[config.mk]
export PLATFORM = sky130hd
export DESIGN_NAME = de2_pio_hex_ctrl
export DESIGN_NICKNAME = d
export VERILOG_FILES = /design/src/rtl/de2_pio_pkg.sv /design/src/rtl/de2_pio_blink_timer.sv /design/src/rtl/de2_pio_hex_ctrl.sv
export SDC_FILE = /design/constraint.sdc
export NUM_CORES = 1
export LEC_CHECK = 0
export CORE_UTILIZATION = 49
export CTS_CLUSTER_DIAMETER = 60
export DETAILED_ROUTE_END_ITERATION = 7
export GPL_TIMING_DRIVEN = 0
export PLACE_DENSITY = 0.92
export SYNTH_ARGS = -nofsm -noshare
export SYNTH_HDL_FRONTEND = slang
export SYNTH_SLANG_ARGS = --single-unit
[constraint.sdc]
create_clock -name clk -period 2.3 [get_ports clk]
set_input_delay 0.46 -clock clk [delete_from_list [all_inputs] [get_ports clk]]
set_output_delay 0.46 -clock clk [all_outputs]
set_load 0.05 [all_outputs]
[src/rtl/de2_pio_pkg.sv]
// Shared register map, control-bit layout and segment constants for the
// DE2 PIO seven-segment controller.
package de2_pio_pkg;

  // Avalon-MM word offsets
  localparam logic [2:0] ADDR_DATA     = 3'd0;
  localparam logic [2:0] ADDR_MASK     = 3'd1;
  localparam logic [2:0] ADDR_CTRL     = 3'd2;
  localparam logic [2:0] ADDR_STATUS   = 3'd3;
  localparam logic [2:0] ADDR_OUTSET   = 3'd4;
  localparam logic [2:0] ADDR_OUTCLEAR = 3'd5;

  // CTRL register layout
  localparam int CTRL_W         = 2;
  localparam int CTRL_EN_BIT    = 0;
  localparam int CTRL_BLANK_BIT = 1;

  // Other register / bus widths
  localparam int STATUS_W = 1;
  localparam int BUS_W    = 32;
  localparam int SEG_W    = 7;

  // Active-low segments: all ones turns every segment off
  localparam logic [SEG_W-1:0] SEG_BLANK = 7'h7F;

  // Select the drive pattern for one digit
  function automatic logic [SEG_W-1:0] seg_value(input logic [SEG_W-1:0] digit,
                                                 input logic             blank);
    return blank ? SEG_BLANK : digit;
  endfunction

endpackage

[src/rtl/de2_pio_blink_timer.sv]
// Blink half-period counter and phase flag. Runs only while en=1; clr
// returns both counter and phase to zero.
module de2_pio_blink_timer #(
  parameter int BLINK_DIV = 25000000
) (
  input  logic clk,
  input  logic reset_n,
  input  logic en,
  input  logic clr,
  output logic phase
);

  localparam int CNT_W = (BLINK_DIV > 2) ? $clog2(BLINK_DIV) : 1;
  localparam logic [CNT_W-1:0] CNT_LAST = CNT_W'(BLINK_DIV - 1);

  logic [CNT_W-1:0] cnt_q, cnt_d;
  logic             phase_q, phase_d;

  // Next-state: count up, wrap on the last cycle and flip phase on that edge
  always_comb begin
    // NOTE: every variable gets a default first so no path leaves it unassigned (no latch).
    cnt_d   = cnt_q;
    phase_d = phase_q;
    if (clr) begin
      cnt_d   = '0;
      phase_d = 1'b0;
    end else if (en) begin
      if (cnt_q == CNT_LAST) begin
        cnt_d   = '0;
        phase_d = ~phase_q;
      end else begin
        cnt_d = cnt_q + 1'b1;
      end
    end
  end

  // State registers with synchronous reset
  always_ff @(posedge clk) begin
    // NOTE: sequential state uses non-blocking assignments so all registers update together.
    if (!reset_n) begin
      cnt_q   <= '0;
      phase_q <= 1'b0;
    end else begin
      cnt_q   <= cnt_d;
      phase_q <= phase_d;
    end
  end

  assign phase = phase_q;

endmodule

[src/rtl/de2_pio_hex_ctrl.sv]
// Avalon-MM slave driving DIGITS active-low seven-segment displays with
// per-digit blink, global blank and atomic set/clear of the data register.
module de2_pio_hex_ctrl
  import de2_pio_pkg::*;
#(
  parameter int DATA_WIDTH = 28,
  parameter int DIGITS     = DATA_WIDTH / 7,
  parameter int BLINK_DIV  = 25000000
) (
  input  logic                  clk,
  input  logic                  reset_n,
  input  logic [2:0]            address,
  input  logic                  chipselect,
  input  logic                  write_n,
  input  logic [BUS_W-1:0]      writedata,
  output logic [BUS_W-1:0]      readdata,
  output logic [DATA_WIDTH-1:0] out_port
);

  logic [DATA_WIDTH-1:0] data_q, data_d;
  logic [DIGITS-1:0]     mask_q, mask_d;
  logic [CTRL_W-1:0]     ctrl_q, ctrl_d;
  logic [DATA_WIDTH-1:0] out_q, out_d;
  logic                  wr_en;
  logic                  timer_clr;
  logic                  phase;
  logic                  unused_wdata;

  assign wr_en        = chipselect & ~write_n;
  assign unused_wdata = ^writedata;

  // Writing CTRL with EN=0 restarts the blink period from zero
  assign timer_clr = wr_en && (address == ADDR_CTRL) && !writedata[CTRL_EN_BIT];

  de2_pio_blink_timer #(
    .BLINK_DIV (BLINK_DIV)
  ) u_blink_timer (
    .clk     (clk),
    .reset_n (reset_n),
    .en      (ctrl_q[CTRL_EN_BIT]),
    .clr     (timer_clr),
    .phase   (phase)
  );

  // Register write decode; upper writedata bits are simply not sampled
  always_comb begin
    data_d = data_q;
    mask_d = mask_q;
    ctrl_d = ctrl_q;
    if (wr_en) begin
      case (address)
        ADDR_DATA:     data_d = writedata[DATA_WIDTH-1:0];
        ADDR_MASK:     mask_d = writedata[DIGITS-1:0];
        ADDR_CTRL:     ctrl_d = writedata[CTRL_W-1:0];
        ADDR_OUTSET:   data_d = data_q | writedata[DATA_WIDTH-1:0];
        ADDR_OUTCLEAR: data_d = data_q & ~writedata[DATA_WIDTH-1:0];
        default:       ;
      endcase
    end
  end

  // Per-digit segment pattern from the current register state
  always_comb begin
    out_d = '0;
    for (int d = 0; d < DIGITS; d++) begin
      out_d[d*SEG_W +: SEG_W] = seg_value(
        data_q[d*SEG_W +: SEG_W],
        ctrl_q[CTRL_BLANK_BIT] | (ctrl_q[CTRL_EN_BIT] & phase & mask_q[d]));
    end
  end

  // Register file and output stage
  always_ff @(posedge clk) begin
    // NOTE: reset wins over a concurrent bus write because it is tested first.
    if (!reset_n) begin
      data_q <= '0;
      mask_q <= '0;
      ctrl_q <= '0;
      out_q  <= '0;
    end else begin
      data_q <= data_d;
      mask_q <= mask_d;
      ctrl_q <= ctrl_d;
      out_q  <= out_d;
    end
  end

  // Combinational read mux, independent of chipselect
  always_comb begin
    readdata = '0;
    case (address)
      ADDR_DATA:   readdata[DATA_WIDTH-1:0] = data_q;
      ADDR_MASK:   readdata[DIGITS-1:0]     = mask_q;
      ADDR_CTRL:   readdata[CTRL_W-1:0]     = ctrl_q;
      ADDR_STATUS: readdata[STATUS_W-1:0]   = phase;
      default:     readdata = '0;
    endcase
  end

  assign out_port = out_q;

endmodule

=== Word level (Yosys, flattened, before mapping) ===
Index checks and enable logic that the tools add are counted.

* Add/subtract/negate cells: 1
* Reduce and logical (&&, ||, !) cells: 10
* Equality and inequality tests: 6
* Muxes and demuxes: 10
* Bitwise operators: 16

{| class="wikitable"
|+ Operators with widths
! kind !! count
|-
| one-hot mux 28 bit (3 select lines) || 1
|-
| AND 28 bit || 1
|-
| 2-to-1 mux 7 bit || 4
|-
| inverter 28 bit || 1
|-
| OR 28 bit || 1
|-
| adder 25 x 1 -> 25 bit (second input constant) || 1
|-
| equality test 25 bit (second input constant) || 1
|-
| 2-to-1 mux 25 bit || 1
|-
| 2-to-1 mux 24 bit || 1
|-
| AND reduction 2 bit || 4
|-
| AND 1 bit || 6
|-
| equality test 3 x 2 -> 1 bit (second input constant) || 2
|-
| equality test 3 bit (second input constant) || 2
|-
| OR 1 bit || 4
|-
| one-hot mux 1 bit (4 select lines) || 1
|-
| one-hot mux 2 bit (2 select lines) || 1
|-
| equality test 3 x 1 -> 1 bit (second input constant) || 1
|-
| logical NOT 3 bit || 1
|-
| inverter 1 bit || 3
|-
| one-hot mux 1 bit (3 select lines) || 1
|-
| nonzero test 3 bit || 1
|-
| logical AND 1 bit || 2
|-
| OR reduction 2 bit || 1
|-
| logical NOT 1 bit || 1
|}

* Output and inout port bits: 60
* Word-level logic and storage cells: 49
* Register bits after elaboration: 88
* Input port bits: 39

=== Depth between registers and ports, before layout ===
* Depth in word-level cells: 5
* Gate-level depth with buffers: 6
* Mapped depth without buffers: 5

=== By module ===
Synthesis repeated with hierarchy kept, for this count alone.

* Cells, all modules: 381
* Area total of the unflattened synthesis: 3896.2 µm²

{| class="wikitable"
|+ Modules (own cells, without submodules)
! module !! cells an instance !! seq. area each (µm²) !! instances !! area an instance (µm²)
|-
| de2_pio_hex_ctrl || 233 || 1241.2 || 1 || 2598.7
|-
| de2_pio_blink_timer || 148 || 520.5 || 1 || 1297.5
|}

=== Worst setup path before layout ===
Ideal clock, no wire load.

* Path type: input to output
* Start point: in address[0]
* End point: out readdata[2]
* Stages: 3
* Path slack: -164 ps
* Arrival: 2004 ps
* Buffers on the path: 1
* Required time: 1840 ps
* Cells stage by stage: clkbuf_1 > mux2i_1 > nor3_1

* Longest elaborated chain between the ends: 2
* Elaborated cells between the ends (all ways): 3
* Those cells by class: eq/ne (1); mux (1); reduce/logical (1)

{| class="wikitable"
|+ RTL lines
! item !! RTL line !! RTL
|-
| start, declared || de2_pio_hex_ctrl.sv:12 || <nowiki>input logic [2:0] address,</nowiki>
|-
| equality test 3 x 1 -> 1 bit / logical NOT 3 bit (equally long branches) || de2_pio_hex_ctrl.sv:91 || <nowiki>case (address)</nowiki>
|-
| one-hot mux 2 bit (2 select lines) * || de2_pio_hex_ctrl.sv:91 ||
|-
| end, declared || de2_pio_hex_ctrl.sv:16 || <nowiki>output logic [BUS_W-1:0] readdata,</nowiki>
|}

Every way passes the cells marked *; elsewhere a longest branch is shown, timed or not.

=== Worst setup path after layout ===
* Start point: in address[0]
* End point: out readdata[27]

* Longest elaborated chain between the ends: 2

{| class="wikitable"
|+ RTL lines
! item !! RTL line
|-
| logical NOT 3 bit || de2_pio_hex_ctrl.sv:91
|-
| 2-to-1 mux 24 bit || de2_pio_hex_ctrl.sv:91
|}

No other way between the ends.

==> impl_metrics.ini <==
[timing]
period_share_pct = 99.9
max_slew_margin_pct = 46.6
worst_pin_slew_ns = 0.793
finalCriticalPeriod_ns = 2.30
slew_viol_final = 0
setup_violations = 0
setup_ws_ns = 0.00134
hold_slack_ns = 0.485
hold_viol = 0
finClkSkew_ns = 0.00655
fmax_ghz = 0.435

[clock_tree]
clock-sinks = 88
clk_latency_ns = 0.35
cts_tree = yes
cts_buffers = 9
htree_num_levels = 3
cts.clk_slew.worst_paths_ns = 0.08
cts_buffer_depth = 2
root_buffer = clkbuf_8

[setup_path]
cp_data_arrival_time_ns = 1.84
crit_path_end = readdata[27]
required_ns = 1.84
worst_setup_path_start_kind = input pin
worst-r2r-setup-slack_ns = 0.15
end_kind = output pin
r2r_cells = 6
path_class = input pin to output pin
cp-startpoint = address[0]
reg2reg_from = u_blink_timer.cnt_q[0]$_SDFFE_PP0P_
timing.rr.end = u_blink_timer.cnt_q[11]$_SDFFE_PP0P_
crit_fanout = 8

[global_routing]
grt_pass1_vias = 3572
antenna_found_initial = 0
grt_pass1_wl_mm = 17.5
grt_usage_pct = 26.5
globalRouteOverflowTotal = 0
grt_max_degree = 17

[drt]
avgRoutedWirePerCell_um = 16.3
drt_pre_antenna_iters = 6
drt-total-wl_mm = 10.7
antenna_left = 0
viasPerCell = 5.66
num_vias = 3714
drtIter0Drc = 142
drc_errors = 0

[floorplanning]
die_w_um = 91.7
rows = 32
dieArea_um2 = 8400
fp.dieH_um = 91.7
core_um2 = 7770
pin_count = 99
initial_core_util_pct = 50.7

[power]
peakVddDrop_v = 0.000361
swShare_pct = 24.4
pwr-share-comb_pct = 10.3
power_density_nw_per_um2 = 574
intPower_mw = 2.22
clockPowerShare_pct = 36.5
power_frac_seq_pct = 53.2
leakage_nw = 1.83
switchingPower_mw = 0.714
finalPower_mw = 2.93

[synth]
ys_seq_area_share_pct = 44.7
netlist.area_leader.share_pct = 44.7
synth-edff-count = 0
syn_area_um2 = 3940
synthArstFlopShare_pct = 0
yosysWarningCount = 0
synth_cell_types = 46
ys_ff_latch = 88
synth_top_area_cell = dfxtp_1
syn_area_per_cell_um2 = 8.81
synth_ff_type = dfxtp_1
yosys-top-cells-area = dfxtp_1 (45%), o21a_1 (5.5%), a21boi_0 (5.1%)
postSynthCellCount = 447

[cells_and_area]
drive_above_1_share_pct = 13.5
syn_to_final_growth_pct = 29.7
nNetsFinal = 591
diodes = 0

[run_status]
status = complete, no violations

[hold_path]
hold_path.class = register to register

[placed_design]
numPortBuffers = 87
gp_congestion = 0.903
post-place-ws_ns = -1.43
hpwl_mm = 7.75

[flow_run]
max-cap-violations = 0
[stage by stage]
step                cells  area (um^2)  setup TNS, ns  util (%)
floorplan             450         3960              0         -
global placement      639         4960         -39.73      63.9
detailed placement    639         4960         -43.82      63.9
CTS                   654         5090              0      65.5
global route          656         5110      -0.000683      65.8
finish                656         5110              0      65.8
[power groups by stage]
stage	clock, mW	sequential, mW	combinational, mW
CTS	1.09	1.56	0.295
detailed placement	0	1.59	0.288
floorplan	0	1.62	0.134
finish	1.07	1.56	0.302
global placement	0	1.59	0.281
global route	1.16	1.56	0.321
[kinds of logic (layout without fill, tap and decap cells)]
kind of cell    Yosys count  after routing  synth area share, %
flops                    88             88                 44.7
other cells               1              4               0.0952
xor+xnor                 13             13                 2.89
simple gates            154            154                 21.5
mux                      10             10                 2.86
fa+ha+maj                 1              1                0.318
buf+inv                  35            139                 4.13
compound gates          145            145                 23.5
[layout by cell type, fill, tap and decap left out, types with 11 or more instances in the layout]
master,Yosys,layout
a21boi_0,27,27
dfxtp_1,88,88
nand2_1,36,36
o21a_1,29,29
a21oi_1,34,34
buf_2,1,21
o21ai_0,40,40
clkbuf_1,20,15
clkdlybuf4s50_1,0,58
nor2_1,20,19
clkbuf_8,0,12
and2_1,26,26
nand3_1,13,13
nand4_1,11,11
xnor2_1,11,11
[layer usage]
metal	vias up	share of wire [%]	global-route usage, %
met1	1749	42	32.9
met5	-	0	0
met3	26	6.4	4.73
li1	1787	-	-
met4	0	2.5	10.6
met2	152	49	45.3
[cells in the mapped netlist (2+ instances only)]
master and number:
and3_1 3, a31o_2 4, buf_4 4, nor3_1 9
buf_1 2, xor2_1 2, nor2b_1 9, and2_1 26
dfxtp_1 88, nand4b_1 2, nand3_1 13, nand2b_1 2
mux2i_1 9, or3_1 5, nor2_1 20, o31ai_1 4
inv_1 5, clkbuf_1 20, nor4_1 3, o21a_1 29
xnor2_1 11, or3_2 2, a21boi_1 2, and4_1 3
o21ai_0 40, or4_1 3, a21oi_1 34, buf_6 2
or4_4 3, nand4_1 11, nand2_1 36, a21boi_0 27
[registers in the layout, summed over array words and instances, names as in the netlist]
name / cells
u_blink_timer.cnt_q: 25
ctrl_q: 2
out_port: 28
data_q: 28
u_blink_timer.phase: 1
mask_q: 4
[worst min path at each step]
stage                                       start  depth (start not counted)  slack [ns]                      end
after detailed placement   data_q[9]$_SDFFE_PN0P_                          1        0.47   out_port[9]$_SDFF_PN0_
after CTS                                 reset_n                          2        0.48  data_q[27]$_SDFFE_PN0P_
after global placement     data_q[6]$_SDFFE_PN0P_                          1        0.47   out_port[6]$_SDFF_PN0_
after floorplan           data_q[10]$_SDFFE_PN0P_                          1        0.45  out_port[10]$_SDFF_PN0_
final                      data_q[9]$_SDFFE_PN0P_                          1        0.49   out_port[9]$_SDFF_PN0_
after global routing                      reset_n                          2        0.48  data_q[27]$_SDFFE_PN0P_
[critical path, cell delays in order]
cell             delay (ns)
dlygate4sd2_1          0.27
clkbuf_8               0.18
nor3_4                 0.23
and2_1                 0.19
clkdlybuf4s15_1        0.51
[final cells by class]
cell class	count	area, um^2
buffer	28	155
clock buffer	11	151
timing repair buffer	91	797
multi-input combinational	327	2050
tap	102	128
sequential	88	1760
inverter	6	22.5
fill	611	2660
clock inverter	3	42.5
[repair_timing]
item | 4_1_cts | 5_1_grt
gates resized for setup | 135 | 1
pin swaps | 1 | 1
endpoints found under the setup margin | 28 | 8
buffers inserted | 2 | 2
hold buffers | 0 | 0
Note: power is estimated with default switching activity, not from simulation.
